File: config.mk
export PLATFORM = sky130hd
export DESIGN_NAME = led_pattern_seq_flat
export DESIGN_NICKNAME = d
export VERILOG_FILES = /design/src/rtl/led_seq_pkg.sv /design/src/rtl/led_pattern_seq_if.sv /design/src/rtl/toggle_to_pulse.sv /design/src/rtl/led_pattern_seq.sv /design/src/flat_wrapper.sv
export SDC_FILE = /design/constraint.sdc
export NUM_CORES = 1
export LEC_CHECK = 0
export CORE_UTILIZATION = 55
export CTS_CLUSTER_SIZE = 16
export DETAILED_ROUTE_END_ITERATION = 7
export DONT_BUFFER_PORTS = 1
export GPL_TIMING_DRIVEN = 0
export PLACE_DENSITY = 0.73
export SYNTH_ARGS = -nofsm -noshare
export SYNTH_HDL_FRONTEND = slang
export SYNTH_SLANG_ARGS = --single-unit
File: constraint.sdc
create_clock -name clk -period 1.4 [get_ports clk]
set_input_delay 0.28 -clock clk [delete_from_list [all_inputs] [get_ports clk]]
set_output_delay 0.28 -clock clk [all_outputs]
set_load 0.005 [all_outputs]
File: src/rtl/led_seq_pkg.sv
// Shared types and init patterns for the LED pattern sequencer.
// Optional build macro LED_SEQ_INVERT_EN (active-low LED drive) is handled in led_pattern_seq.
package led_seq_pkg;

    localparam int unsigned MAX_LED_W = 16;

    typedef enum logic [1:0] {
        MODE_BLINK  = 2'd0,
        MODE_CHASE  = 2'd1,
        MODE_BOUNCE = 2'd2,
        MODE_COUNT  = 2'd3
    } led_mode_t;

    typedef enum logic {
        IDLE = 1'b0,
        RUN  = 1'b1
    } seq_state_t;

    localparam logic [MAX_LED_W-1:0] INIT_BLINK  = 16'h0000;
    localparam logic [MAX_LED_W-1:0] INIT_CHASE  = 16'h0001;
    localparam logic [MAX_LED_W-1:0] INIT_BOUNCE = 16'h0001;
    localparam logic [MAX_LED_W-1:0] INIT_COUNT  = 16'h0000;

    // Init pattern at maximum width; callers truncate to their LED count.
    function automatic logic [MAX_LED_W-1:0] init_pattern(input led_mode_t mode);
        logic [MAX_LED_W-1:0] p;
        p = INIT_BLINK;
        case (mode)
            MODE_BLINK:  p = INIT_BLINK;
            MODE_CHASE:  p = INIT_CHASE;
            MODE_BOUNCE: p = INIT_BOUNCE;
            MODE_COUNT:  p = INIT_COUNT;
        endcase
        return p;
    endfunction

endpackage

File: src/rtl/led_pattern_seq_if.sv
// Board-side bundle of the LED sequencer: step source, controls and LED drive.
// master = board/control side, slave = sequencer.
interface led_pattern_seq_if #(
    parameter int unsigned LED_W = 8
);
    import led_seq_pkg::*;

    logic             div_in;
    logic             enable;
    led_mode_t        mode_i;
    logic             mode_load;
    logic [LED_W-1:0] led_o;
    logic             step_o;

    modport master (
        output div_in, enable, mode_i, mode_load,
        input  led_o, step_o
    );

    modport slave (
        input  div_in, enable, mode_i, mode_load,
        output led_o, step_o
    );
endinterface

File: src/rtl/toggle_to_pulse.sv
// Armed edge detector: every transition of tog_i gives a one-cycle combinational pulse.
// The first clock after reset only captures tog_i so a reset-time level is never a step.
module toggle_to_pulse (
    input  logic clk,
    input  logic rst_n,
    input  logic tog_i,
    output logic pulse_o
);
    logic armed;
    logic tog_q;

    always_ff @(posedge clk or negedge rst_n) begin
        if (!rst_n) begin
            armed <= 1'b0;
            tog_q <= 1'b0;
        end else begin
            armed <= 1'b1;
            tog_q <= tog_i;
        end
    end

    assign pulse_o = armed & (tog_i ^ tog_q);
endmodule

File: src/rtl/led_pattern_seq.sv
// LED pattern sequencer: advances blink/chase/bounce/count on each divider edge.
// Define LED_SEQ_INVERT_EN for active-low LED boards (led_o = ~pattern).
module led_pattern_seq
    import led_seq_pkg::*;
#(
    parameter int unsigned LED_W = 8
) (
    input  logic                 clk,
    input  logic                 rst_n,
    led_pattern_seq_if.slave     bus
);
    localparam int unsigned MSB = LED_W - 1;

    seq_state_t       state;
    led_mode_t        mode;
    led_mode_t        mode_eff;
    logic [LED_W-1:0] pat;
    logic [LED_W-1:0] pat_adv;
    logic [LED_W-1:0] pat_init;
    logic             dir_up;
    logic             dir_adv;
    logic             step;
    logic             step_q;

    toggle_to_pulse u_tog (
        .clk     (clk),
        .rst_n   (rst_n),
        .tog_i   (bus.div_in),
        .pulse_o (step)
    );

    // A coincident load takes effect on the same edge, so init uses the incoming mode.
    always_comb begin
        mode_eff = bus.mode_load ? bus.mode_i : mode;
        pat_init = LED_W'(init_pattern(mode_eff));
    end

    // Next pattern for one step; bounce flips direction on the step that lands on an end bit.
    always_comb begin
        pat_adv = pat;
        dir_adv = dir_up;
        case (mode)
            MODE_BLINK:  pat_adv = ~pat;
            MODE_CHASE:  pat_adv = {pat[LED_W-2:0], pat[MSB]};
            MODE_BOUNCE: begin
                if (dir_up) begin
                    pat_adv = pat << 1;
                    dir_adv = ~pat_adv[MSB];
                end else begin
                    pat_adv = pat >> 1;
                    dir_adv = pat_adv[0];
                end
            end
            MODE_COUNT:  pat_adv = pat + LED_W'(1);
        endcase
    end

    // Priority: enable low, then mode load, then step.
    always_ff @(posedge clk or negedge rst_n) begin
        if (!rst_n) begin
            state  <= IDLE;
            mode   <= MODE_BLINK;
            pat    <= '0;
            dir_up <= 1'b1;
            step_q <= 1'b0;
        end else begin
            step_q <= 1'b0;
            if (bus.mode_load) begin
                mode <= bus.mode_i;
            end
            case (state)
                IDLE: begin
                    if (bus.enable) begin
                        state  <= RUN;
                        pat    <= pat_init;
                        dir_up <= 1'b1;
                    end
                end
                RUN: begin
                    if (!bus.enable) begin
                        state  <= IDLE;
                        pat    <= '0;
                        dir_up <= 1'b1;
                    end else if (bus.mode_load) begin
                        pat    <= pat_init;
                        dir_up <= 1'b1;
                    end else if (step) begin
                        pat    <= pat_adv;
                        dir_up <= dir_adv;
                        step_q <= 1'b1;
                    end
                end
            endcase
        end
    end

`ifdef LED_SEQ_INVERT_EN
    assign bus.led_o = ~pat;
`else
    assign bus.led_o = pat;
`endif
    assign bus.step_o = step_q;

endmodule

File: src/flat_wrapper.sv
// flat-port wrapper written by rule: the top's interface ports become plain ports
module led_pattern_seq_flat import led_seq_pkg::*;
#(
    parameter int unsigned LED_W = 8
)
  (clk, rst_n, bus_div_in, bus_enable, bus_mode_i, bus_mode_load, bus_led_o, bus_step_o);
  led_pattern_seq_if #(.LED_W(LED_W)) bus_i ();
  input  logic clk;
  input  logic rst_n;
  input wire logic [$bits(bus_i.div_in)-1:0] bus_div_in;
  input wire logic [$bits(bus_i.enable)-1:0] bus_enable;
  input wire logic [$bits(bus_i.mode_i)-1:0] bus_mode_i;
  input wire logic [$bits(bus_i.mode_load)-1:0] bus_mode_load;
  output wire logic [$bits(bus_i.led_o)-1:0] bus_led_o;
  output wire logic [$bits(bus_i.step_o)-1:0] bus_step_o;
  assign bus_i.div_in = bus_div_in;
  assign bus_i.enable = bus_enable;
  assign bus_i.mode_i = bus_mode_i;
  assign bus_i.mode_load = bus_mode_load;
  assign bus_led_o = bus_i.led_o;
  assign bus_step_o = bus_i.step_o;
  led_pattern_seq #(.LED_W(LED_W)) u_core (.clk(clk), .rst_n(rst_n), .bus(bus_i));
endmodule
After elaboration in Yosys (flattened, before gate mapping). Cells that the tools add are included.

Output and inout port bits: 9. Flip-flop bits (word level): 15. Input port bits: 7. Logic and storage cells: 49.

Add/sub/neg operators: 1. Bitwise gates (word level): 5. Muxes and demuxes: 21. Reductions and logical operators: 6. Equality and inequality tests: 9.

Operators with widths (count): 8-bit 2-to-1 mux (5); 8-bit one-hot mux with 2 select lines (2); 8-bit one-hot mux with 4 select lines (1); 1-bit 2-to-1 mux (11); 8-bit by 1-bit adder with 8-bit output, second input constant (1); 2-bit == test, second input constant (4); 4-bit != test, second input constant (2); 8-bit NOT (1); 2-bit by 1-bit == test with 1-bit output, second input constant (2); 2-bit logical NOT (2); 2-bit OR reduction (2); 3-bit AND reduction (1); 2-bit 2-to-1 mux (1); 2-bit != test, second input constant (1); 1-bit NOT (2); 1-bit one-hot mux with 2 select lines (1); 2-bit AND reduction (1); 1-bit AND (1); 1-bit XOR (1).

Longest topological paths before layout.
Depth after elaboration: 7. Depth in mapped cells: 7. Gate-level depth less buffers: 5.

Cells and area by module. A second synthesis with hierarchy kept.

Cells, all modules: 112. Area total of the unflattened synthesis: 1033.5 µm².

Modules (own cells, without submodules): led_pattern_seq (sequential area each 326.6 µm², cells each 107, area an instance 964.7 µm², instances 1); toggle_to_pulse (sequential area each 50.0 µm², cells each 5, area an instance 68.8 µm², instances 1).

Least setup slack after synthesis. No wires, ideal clock.

Path type: flip-flop to flip-flop. Start point: register u_core.u_tog.tog_q. End point: register u_core.dir_up. Required time: 1317 ps. Library setup time: 83 ps. Path slack: -57 ps. Stages on the path, launching flop included: 6. Arrival: 1373 ps. Clock period less this slack: 1457 ps. Path buffers: 1. Path through: dfrtp_1 xnor2_1 o21ba_4 or2_1 buf_6 o32a_1.

Word-level cells in the longest chain between the ends: 4.

RTL lines: start: declaration (line toggle_to_pulse.sv:10) `logic tog_q;`; start signal: assignment (line toggle_to_pulse.sv:18) `tog_q <= tog_i;`; 1-bit XOR (line toggle_to_pulse.sv:22) `assign pulse_o = armed & (tog_i ^ tog_q);`; 1-bit AND (line toggle_to_pulse.sv:22); 4-bit != test (no line); 3-bit AND reduction (no line); end signal: assignment (line led_pattern_seq.sv:89) `dir_up <= dir_adv;`; end: declaration (line led_pattern_seq.sv:20) `logic dir_up;`.

Every way passes these cells. A chain may end at the register's enable or synchronous reset.

Worst setup path in the final report.
Start point: register u_core.u_tog.tog_q. End point: register u_core.pat[0], in the netlist u_core.bus.led_o[0].

Word-level cells in the longest chain between the ends: 4.

RTL lines: 1-bit XOR (line toggle_to_pulse.sv:22); 1-bit AND (line toggle_to_pulse.sv:22); 4-bit != test (no line); 2-bit AND reduction (no line); end signal: assignment (line led_pattern_seq.sv:75) `pat <= pat_init;`; end signal: assignment (line led_pattern_seq.sv:85) `pat <= pat_init;`; end signal: assignment (line led_pattern_seq.sv:88) `pat <= pat_adv;`; end: declaration (line led_pattern_seq.sv:17) `logic [LED_W-1:0] pat;`.

Every way passes these cells.

==> results.txt <==
----------------------------------------------------
[Outcome]
  Run status ... finished with violations
  Failing checks ... setup timing

[Power]
  Cell area power density ... 754 nW/µm²
  Pleak ... 0.596 nW
  Worst voltage drop across the vdd grid ... 0.000873 V

[STA]
  Unrepaired setup endpoints after global routing ... yes
  Worst hold slack ... 0.166 ns
  Slew at the pin closest to its max-slew limit ... 0.688 ns
  Final-report max-slew violation count ... 0
  Fin worst setup slack ... -0.122 ns
  Final hold violations ... 0
  Highest achievable clock rate ... 0.657 GHz
  Relative slew slack ... 54.0%
  Period Utilization, post-route ... 109%
  Final Setup Violations ... 8
  Final setup skew ... 0.00491 ns
  Tmin final ... 1.52 ns

[Yosys]
  Syn_area_per_cell ... 9.41 µm²
  Synth top area cells ... dfrtp_1 (33%), mux2i_1 (7.5%), o21ai_0 (4.2%)
  Yosys Warn Count ... 0
  Count of mapped cells out of synthesis ... 113
  Synthesized Nets ... 121
  Portion of synthesized cell area occupied by the leading cell type ... 32.9%
  Post-synthesis cell type with the largest combined area ... dfrtp_1
  Part of the Yosys area used for sequential elements ... 35.4%
  Yosys reg bits ... 15
  Share of synthesized flip-flops with an asynchronous set or reset ... 100%
  Most frequently used flop master after synthesis ... dfrtp_1
  Commonest cells in the synthesized netlist ... dfrtp_1 (14), o21ai_0 (9), mux2i_1 (8), nand2_1 (7), inv_1 (6)
  Count of flip-flops with a built-in enable after synthesis ... 0
  Combined area of all synthesized cells ... 1060 µm²
  Leading cell type by number of instances after synthesis ... dfrtp_1
  Library cells used by synthesis ... 45

[Placed design]
  Placed standard-cell area ... 1110 µm²
  Number of placed instances with taps included ... 138
  Final estimated routing congestion in global placement ... 0.822
  Post-placement worst setup slack ... -0.250 ns
  Hpwl dp ... 1.60 mm
  Number of port buffers ... 0

[Worst setup path]
  Logic depth of the worst register-to-register path ... 5
  Category of the critical setup timing path ... flop to flop
  Worst-path maximum fanout ... 6
  Signal arrival time at the worst endpoint ... 1.70 ns
  Capturing element type of the critical path ... flop
  Data required time of the critical path ... 1.58 ns
  Startpoint type of the worst setup path ... flop

[Routing]
  Length of the first detailed-routing pass in iterations ... 4
  Detailed-route wire length ... 2.61 mm
  Average vias per placed instance ... 6.14
  Initial drt markers ... 32
  Avg WL per Cell ... 16.9 µm
  Vias after detailed routing ... 952
  DR DRC count ... 0
  Number of nets with antenna violations after routing ... 0

[Layout]
  Area added between synthesis and finish ... 26.4%
  Layout cells sized above 1 ... 33.8%
  Number of nets in the final layout ... 139
  Fin area ... 1340 µm²
  Finished Layout Cells ... 155
  Count of inserted antenna diode cells ... 0
  Filler Cell Count ... 133

[Clocking]
  Clock tree from TritonCTS ... built
  H-tree levels ... 1
  Post-CTS clock slew at the launch and capture registers of the worst setup and hold paths ... 0.09 ns
  Clock network latency to the later pin of the worst-skew pair ... 0.29 ns
  Maximum root-to-sink buffer count ... 2
  Num Clock Sinks ... 15
  TritonCTS Buffers ... 3
  Clock root cell ... clkbuf_4

[Die]
  Core Region ... 1760 µm²
  Io pins ... 16
  Initial core utilization ... 60.3%
  DIE AREA ... 2110 µm²
  Die W ... 46.0 µm
  Die extent in y ... 46.0 µm
  Standard-cell rows ... 15

[Global routing]
  Pin count of the biggest net entering global routing ... 16
  Total grt overflow ... 0
  Vias in the first global route ... 766
  Tot GR Track Use ... 24.9%
  First-pass GRT wire length ... 3.64 mm
  Number of antenna violations at the first check in global routing ... 0

[Worst hold path]
  Min-Delay Path Depth ... 1
  Worst hold path class ... input pin to flop

[Flow run]
  Number of maximum-capacitance constraint violations ... 0

----------------------------------------------------
==> power breakdown <==
part           total [W]  internal, W  switching [W]
Clock           0.000255     0.000106       0.000149
Sequential      0.000495     0.000456      0.0000390
Combinational   0.000262     0.000130       0.000132
==> what timing repair did <==
action	CTS	global route
setup buffers	3	9
hold buffers	3	0
endpoints found under the setup margin	9	9
endpoints found under the hold margin	17	0
gates resized for setup	11	18
pin swaps	8	12
==> critical path: stages, from the launching register on <==
cell and delay (ns):
dfrtp_1 0.41, xnor2_2 0.15, o21ba_4 0.20, or2_1 0.24, buf_6 0.14, mux2_2 0.26
==> cell usage in the layout, fill, tap and decap left out, types with 2 or more instances in the layout <==
master and n:
dfrtp_1 11, o211ai_1 5, mux2_2 3, inv_1 6
nor2b_1 5, dlygate4sd3_1 3, dfrtp_2 3, buf_6 3
clkbuf_4 4, buf_4 13, o21ai_1 3, a21oi_1 2
a32o_1 3, nor2_1 2, o21ai_0 5, a311oi_2 2
mux2i_1 8, nor3b_1 2, a211oi_1 3, nand2_1 7
==> sequential cells by signal (all words and copies together) (netlist names) <==
| name | flops |
|---|---|
| u_core.bus.led_o | 8 |
| u_core.bus.step_o | 1 |
| u_core.u_tog.armed | 1 |
| u_core.dir_up | 1 |
| u_core.state | 1 |
| u_core.u_tog.tog_q | 1 |
| u_core.mode | 2 |
==> stage by stage <==
step | power (W) | utilization (%) | setup TNS [ns]
3_3_place_gp | 0.000685 | 63.0 | -1.22
5_1_grt | 0.00107 | 76.2 | -0.984
3_5_place_dp | 0.000694 | 63.0 | -1.49
4_1_cts | 0.000989 | 70.5 | -0.497
6_report | 0.00101 | 76.2 | -0.648
2_1_floorplan | 0.000651 | - | -0.0894
==> worst paths after layout <==
path / start / endpoint / slack [ns]
min in group asynchronous: rst_n / u_core.bus.step_o / 0.46
setup reg to reg: u_core.u_tog.tog_q / u_core.bus.led_o[0] / -0.12
max in group asynchronous: rst_n / u_core.mode[0] / 0.45
hold / removal: bus_mode_i[1] / u_core.mode[1] / 0.17
hold reg to reg: u_core.mode[0] / u_core.mode[0] / 0.62
setup / recovery: u_core.u_tog.tog_q / u_core.bus.led_o[0] / -0.12
==> final cells by class <==
class | instances | area (µm²) | share of cell area [%]
flip-flops and latches | 15 | 380 | 28.3
well taps | 25 | 31.3 | 2.33
clock buffers | 3 | 22.5 | 1.68
repair buffers | 15 | 141 | 10.5
clock inverters | 1 | 5.00 | 0.372
plain buffers | 8 | 65.1 | 4.84
multi-input cells | 82 | 676 | 50.3
inverters | 6 | 22.5 | 1.68
==> layer usage <==
| metal | vias up | share of wire, % | track usage [%] |
|---|---|---|---|
| met4 | 0 | 0.96 | 7.06 |
| li1 | 461 | - | - |
| met1 | 449 | 44 | 35.9 |
| met3 | 6 | 5.4 | 8.33 |
| met2 | 36 | 50 | 35.2 |
| met5 | - | 0 | 0 |
==> logic make-up after synthesis <==
group	after synthesis	share of synthesized area, %
mux	11	10.7
other cells	1	0.353
flops	15	35.4
buf+inv	16	6.94
compound gates	35	24.5
fa+ha+maj	1	1.18
simple gates	31	18.5
xor+xnor	3	2.47
(Power assumes the default switching activity.)
